===== config.mk =====
export PLATFORM = sky130hd
export DESIGN_NAME = run_halt_dump_flat
export DESIGN_NICKNAME = d
export VERILOG_FILES = /design/src/rtl/run_halt_dump_if.sv /design/src/rtl/run_halt_dump.sv /design/src/flat_wrapper.sv
export SDC_FILE = /design/constraint.sdc
export NUM_CORES = 1
export LEC_CHECK = 0
export ABC_AREA = 1
export BUFFER_PORTS_ARGS = -buffer_cell sky130_fd_sc_hd__buf_4
export CAP_MARGIN = 20
export CORE_MARGIN = 5
export CORE_UTILIZATION = 46
export DETAILED_ROUTE_END_ITERATION = 16
export PLACE_DENSITY = 0.86
export SLEW_MARGIN = 10
export SYNTH_ARGS = -nofsm -noshare
export SYNTH_HDL_FRONTEND = slang
export SYNTH_SLANG_ARGS = --single-unit

===== constraint.sdc =====
create_clock -name clk -period 5.2 [get_ports clk]
set_clock_uncertainty 0.15 [all_clocks]
set_input_delay 0.78 -clock clk [delete_from_list [all_inputs] [get_ports clk]]
set_output_delay 0.78 -clock clk [all_outputs]
set_load 0.01 [all_outputs]

===== src/rtl/run_halt_dump_if.sv =====
// run_halt_dump_if: CPU-side and dump-stream signals of the run/halt/dump engine.
// master = the dump engine, slave = the core/consumer environment around it.
interface run_halt_dump_if #(
   parameter int XLEN  = 64,
   parameter int CNT_W = 32
);
   logic [XLEN-1:0]  pc_in;
   logic             cpu_halt;
   logic [4:0]       rf_rd_addr;
   logic [XLEN-1:0]  rf_rd_data;
   logic             dump_valid;
   logic             dump_ready;
   logic [XLEN-1:0]  dump_data;
   logic             dump_last;
   logic [CNT_W-1:0] cycle_count;
   logic             done;

   modport master (
      input  pc_in, rf_rd_data, dump_ready,
      output cpu_halt, rf_rd_addr, dump_valid, dump_data, dump_last, cycle_count, done
   );

   modport slave (
      output pc_in, rf_rd_data, dump_ready,
      input  cpu_halt, rf_rd_addr, dump_valid, dump_data, dump_last, cycle_count, done
   );
endinterface


===== src/rtl/run_halt_dump.sv =====
// run_halt_dump: counts core cycles, detects end of program (pc_in >= END_PC),
// then freezes the core and streams x0..x31 followed by the cycle count.
// Optional macro RUN_HALT_DUMP_STALL_DETECT_EN adds halt on STALL_LIMIT
// consecutive unchanged-PC cycles (catches "j ." self-loops).
module run_halt_dump #(
   parameter int XLEN   = 64,
   parameter int END_PC = 60,
   parameter int CNT_W  = 32
`ifdef RUN_HALT_DUMP_STALL_DETECT_EN
   , parameter int STALL_LIMIT = 4
`endif
) (
   input  logic              clk,
   input  logic              reset,
   run_halt_dump_if.master   bus
);

   typedef enum logic [1:0] {
      RUN      = 2'd0,
      DUMP_REG = 2'd1,
      DUMP_CNT = 2'd2,
      DONE     = 2'd3
   } state_t;

   localparam logic [XLEN-1:0]  END_PC_V = XLEN'(END_PC);
   localparam logic [CNT_W-1:0] CNT_ONE  = {{(CNT_W-1){1'b0}}, 1'b1};
   localparam logic [CNT_W-1:0] CNT_MAX  = {CNT_W{1'b1}};

   state_t            state_r, state_s;
   logic [4:0]        idx_r, idx_s;
   logic [CNT_W-1:0]  cnt_r, cnt_s;
   logic              halt_hit_s;
   logic              stall_hit_s;

`ifdef RUN_HALT_DUMP_STALL_DETECT_EN
   localparam int             STALL_W   = $clog2(STALL_LIMIT + 1) + 1;
   localparam logic [STALL_W-1:0] STALL_LIM_V = STALL_W'(STALL_LIMIT);
   localparam logic [STALL_W-1:0] STALL_ONE   = {{(STALL_W-1){1'b0}}, 1'b1};
   logic [XLEN-1:0]    prev_pc_r, prev_pc_s;
   logic [STALL_W-1:0] stall_r, stall_s;
   logic               pc_same_s;

   // Stall tracker: count consecutive cycles where the PC did not move
   always_comb begin
      pc_same_s   = (bus.pc_in == prev_pc_r);
      prev_pc_s   = prev_pc_r;
      stall_s     = stall_r;
      stall_hit_s = 1'b0;
      if (state_r == RUN) begin
         prev_pc_s = bus.pc_in;
         if (pc_same_s) begin
            stall_s     = (stall_r >= STALL_LIM_V) ? stall_r : (stall_r + STALL_ONE);
            stall_hit_s = ((stall_r + STALL_ONE) >= STALL_LIM_V);
         end else begin
            stall_s     = {STALL_W{1'b0}};
         end
      end else begin
         prev_pc_s = prev_pc_r;
      end
   end

   // Stall tracker registers
   always_ff @(posedge clk) begin
      if (reset) begin
         prev_pc_r <= {XLEN{1'b0}};
         stall_r   <= {STALL_W{1'b0}};
      end else begin
         prev_pc_r <= prev_pc_s;
         stall_r   <= stall_s;
      end
   end
`else
   assign stall_hit_s = 1'b0;
`endif

   assign halt_hit_s = (bus.pc_in >= END_PC_V) || stall_hit_s;

   // State register with dump index and saturating cycle counter
   always_ff @(posedge clk) begin
      if (reset) begin
         state_r <= RUN;
         idx_r   <= 5'd0;
         cnt_r   <= {CNT_W{1'b0}};
      end else begin
         state_r <= state_s;
         idx_r   <= idx_s;
         cnt_r   <= cnt_s;
      end
   end

   // Next-state logic: halt detection, one word advanced per handshake
   always_comb begin
      state_s = state_r;
      idx_s   = idx_r;
      cnt_s   = cnt_r;
      case (state_r)
         RUN: begin
            cnt_s = (cnt_r == CNT_MAX) ? cnt_r : (cnt_r + CNT_ONE);
            if (halt_hit_s) begin
               state_s = DUMP_REG;
               idx_s   = 5'd0;
            end else begin
               state_s = RUN;
            end
         end
         DUMP_REG: begin
            if (bus.dump_ready) begin
               if (idx_r == 5'd31) begin
                  state_s = DUMP_CNT;
               end else begin
                  idx_s = idx_r + 5'd1;
               end
            end else begin
               idx_s = idx_r;
            end
         end
         DUMP_CNT: begin
            if (bus.dump_ready) begin
               state_s = DONE;
            end else begin
               state_s = DUMP_CNT;
            end
         end
         DONE: begin
            state_s = DONE;
         end
         default: begin
            state_s = RUN;
         end
      endcase
   end

   // Output decode; register data passes straight through from the frozen register file
   always_comb begin
      bus.cpu_halt   = 1'b1;
      bus.rf_rd_addr = 5'd0;
      bus.dump_valid = 1'b0;
      bus.dump_data  = {XLEN{1'b0}};
      bus.dump_last  = 1'b0;
      bus.done       = 1'b0;
      case (state_r)
         RUN: begin
            bus.cpu_halt = 1'b0;
         end
         DUMP_REG: begin
            bus.rf_rd_addr = idx_r;
            bus.dump_data  = bus.rf_rd_data;
            bus.dump_valid = 1'b1;
         end
         DUMP_CNT: begin
            bus.dump_data  = {{(XLEN-CNT_W){1'b0}}, cnt_r};
            bus.dump_valid = 1'b1;
            bus.dump_last  = 1'b1;
         end
         DONE: begin
            bus.done = 1'b1;
         end
         default: begin
            bus.cpu_halt = 1'b1;
         end
      endcase
   end

   assign bus.cycle_count = cnt_r;

endmodule


===== src/flat_wrapper.sv =====
// flat-port wrapper written by rule: the top's interface ports become plain ports
module run_halt_dump_flat 
#(
   parameter int XLEN   = 64,
   parameter int END_PC = 60,
   parameter int CNT_W  = 32

)
  (clk, reset, bus_pc_in, bus_rf_rd_data, bus_dump_ready, bus_cpu_halt, bus_rf_rd_addr, bus_dump_valid, bus_dump_data, bus_dump_last, bus_cycle_count, bus_done);
  run_halt_dump_if #(.XLEN(XLEN), .CNT_W(CNT_W)) bus_i ();
  input  logic clk;
  input  logic reset;
  input wire logic [$bits(bus_i.pc_in)-1:0] bus_pc_in;
  input wire logic [$bits(bus_i.rf_rd_data)-1:0] bus_rf_rd_data;
  input wire logic [$bits(bus_i.dump_ready)-1:0] bus_dump_ready;
  output wire logic [$bits(bus_i.cpu_halt)-1:0] bus_cpu_halt;
  output wire logic [$bits(bus_i.rf_rd_addr)-1:0] bus_rf_rd_addr;
  output wire logic [$bits(bus_i.dump_valid)-1:0] bus_dump_valid;
  output wire logic [$bits(bus_i.dump_data)-1:0] bus_dump_data;
  output wire logic [$bits(bus_i.dump_last)-1:0] bus_dump_last;
  output wire logic [$bits(bus_i.cycle_count)-1:0] bus_cycle_count;
  output wire logic [$bits(bus_i.done)-1:0] bus_done;
  assign bus_i.pc_in = bus_pc_in;
  assign bus_i.rf_rd_data = bus_rf_rd_data;
  assign bus_i.dump_ready = bus_dump_ready;
  assign bus_cpu_halt = bus_i.cpu_halt;
  assign bus_rf_rd_addr = bus_i.rf_rd_addr;
  assign bus_dump_valid = bus_i.dump_valid;
  assign bus_dump_data = bus_i.dump_data;
  assign bus_dump_last = bus_i.dump_last;
  assign bus_cycle_count = bus_i.cycle_count;
  assign bus_done = bus_i.done;
  run_halt_dump #(.XLEN(XLEN), .END_PC(END_PC), .CNT_W(CNT_W)) u_core (.clk(clk), .reset(reset), .bus(bus_i));
endmodule

==> results.toml <==
[clock_tree]
holdBufCountCts = 0
clock_sinks = 39
cts_buffers = 5
clkTransAtPathRegs_ps = 80
htreeDepth = 2
ctsResizeCount = 0
insertion_delay_ps = 290
clock_path_buffers = 2
post_cts_buffers = 0
cts_tree = "built"
root_buffer = "clkbuf_8"

[timing]
fin_crit_ps = 3360
fin_tns_setup_ps = 0
final_hold_viol_count = 0
relSlewSlack = 0.343
timing.fmax_mhz = 297
rsz0062_at_grt = "false"
period_share = 0.647
drv_slew = 0
setup_viol = 0
worstMarginPinSlew_ps = 985

[finish]
post-route-util = 0.729
fillerInstances = 677
area_delta_synth_final_pct = 54.4
fin_cells = 951
drive_gt1_frac = 0.303
n_antenna_cell = 0
nets = 989

[synthesis]
yosysSeqAreaShare = 0.229
async_flop_share = 0
yosysMostFrequentCell = "nand2_1"
synth_edf_count = 0
synth.distinct_cells = 27
yosys_warnings = 0
synth_common_cells = "nand2_1 (241), nor2_1 (135), inv_1 (63), a21oi_1 (55), dfxtp_1 (39)"
synth_top_area_frac = 0.265
synth_cells = 633
syn_area_um2 = 3410
synth.avg_cell_area_um2 = 5.38
synth_fp_nets = 771
ys_top_cells_by_area = "nand2_1 (27%), dfxtp_1 (23%), nor2_1 (15%), a21oi_1 (8.1%), inv_1 (6.9%)"
synthFlopType = "dfxtp_1"
synth_top_cell_by_area = "nand2_1"
synth_seq_cells = 39

[critical_path]
cp-start-kind = "flip-flop"
crit_type = "flip-flop to output pin"
r2r_end = "u_core.bus.cycle_count[20]"
reg2reg_depth = 12
endpoint_kind = "output pin"
reg2reg_setup_slack_ps = 2880
cp_max_fo = 44
arrival_ps = 2430
required_ps = 4270
rr_startpoint = "u_core.bus.cycle_count[0]"

[placement]
dp_cells = 943
hpwl_mm = 11.4
globalplace.congestion = 0.983
port_buffers = 233

[routing]
dr.first_iter.drc_count = 249
routed_via_density = 4.92
ant_nets = 0
wl_per_cell_um = 14.9
totalWireLength_mm = 14.1
drc = 0
vias = 4681
dr.pass1.iters = 5

[die]
dieArea_um2 = 9230
row_count = 31
io_pins = 236
die_w_um = 96.1
initial_core_util = 0.472
core_um2 = 7210
die_y_um = 96.1

[grt]
met2_usage = 0.497
grt_overflow = 0
grt_use_met3 = 0.0727
grt_pass1_vias = 4299
grt_pass1_wl_mm = 21.0
busiest_layer = "met2"
grt_use_met1 = 0.364
grt.total_usage = 0.291
grt_max_degree = 45
antenna_found_initial = 0

[power]
ir_drop_uv = 276
p_per_area_nw_per_um2 = 284
totalPowerFinal_w = 0.00149
p_leak_nw = 2.53

[min_path]
worst_hold_path_type = "flip-flop to flip-flop"
hold-path-cell-count = 2
hold_start = "u_core.idx_r[0]"
holdPathEnd = "u_core.idx_r[0]"

[job]
drv_cap = 0

[run_status]
status = "finished clean"
==> logic make-up after synthesis <==
family	count (synthesis)	share of synthesized area
and+or+nand+nor	412	0.483
xor gates and xnor gates	14	0.0360
AOI/OAI and AO/OA	73	0.118
adders and majority gates	7	0.0257
DFF	39	0.229
buffers and inverters	88	0.109
==> cells in the final DEF, fill, tap and decap left out, types with 5 or more instances in the layout <==
| cell type | Yosys | final |
|---|---|---|
| nand2_1 | 241 | 241 |
| buf_4 | 0 | 234 |
| nor2_1 | 135 | 135 |
| inv_1 | 63 | 63 |
| a21oi_1 | 55 | 55 |
| dfxtp_1 | 39 | 39 |
| nand3_1 | 14 | 14 |
| xor2_1 | 9 | 9 |
| nand3b_1 | 8 | 8 |
| a21oi_2 | 7 | 7 |
| ha_1 | 7 | 7 |
| o21ai_0 | 6 | 6 |
| xnor2_1 | 5 | 5 |
| clkbuf_8 | 0 | 5 |
==> through the flow <==
stage               area [um2]  hold WS [ps]  worst slack, ps
floorplan                 3410           328             2900
global placement          5160           347             2310
detailed placement        5180           359             2170
CTS                       5260           372             1870
global route              5260           399             1640
finish                    5260           373             1840
==> flip-flops by register name, summed over array words and instances, names as in the netlist <==
name and count:
u_core.idx_r 5, u_core.bus.cycle_count 32, u_core.state_r 2
==> layout make-up <==
cell class                 instances  area [um2]  area share
inverter                          64         243      0.0461
timing repair buffer             235        1770       0.337
clock inverter                     2        12.5     0.00238
sequential                        39         781       0.148
clock buffer                       6        72.6      0.0138
multi-input combinational        506        2260       0.429
tap                               99         124      0.0235
==> critical path, cell delays in order, from the launching register on <==
cell	delay (ps)
dfxtp_1	340
inv_1	100
ha_1	150
buf_4	390
nand2_1	660
nor2_1	330
buf_4	170
==> report_power, final <==
part           leakage, nW  internal (W)  switching (W)  total, W
Sequential           0.316      0.000326      0.0000320  0.000358
Clock               0.0412     0.0000939       0.000109  0.000203
Combinational         2.17      0.000347       0.000585  0.000932
Total                 2.53      0.000767       0.000727   0.00149
==> metal layers <==
layer,wire [um],share of wire
met5,0,0
met4,269,0.019
met3,1480,0.10
met2,6750,0.48
met1,5630,0.40
==> worst max-delay path by stage <==
stage	from	endpoint	slack, ps	cells past startpoint
floorplan	u_core.state_r[0]	bus_dump_data[15]	2900	6
global placement	u_core.state_r[1]	bus_dump_data[47]	2310	6
detailed placement	u_core.state_r[1]	bus_dump_data[44]	2170	6
CTS	u_core.state_r[1]	bus_dump_data[44]	1870	6
global route	u_core.state_r[1]	bus_dump_data[55]	1640	6
finish	u_core.state_r[1]	bus_dump_data[44]	1840	6
No activity file was read; power rests on OpenSTA's default activity.
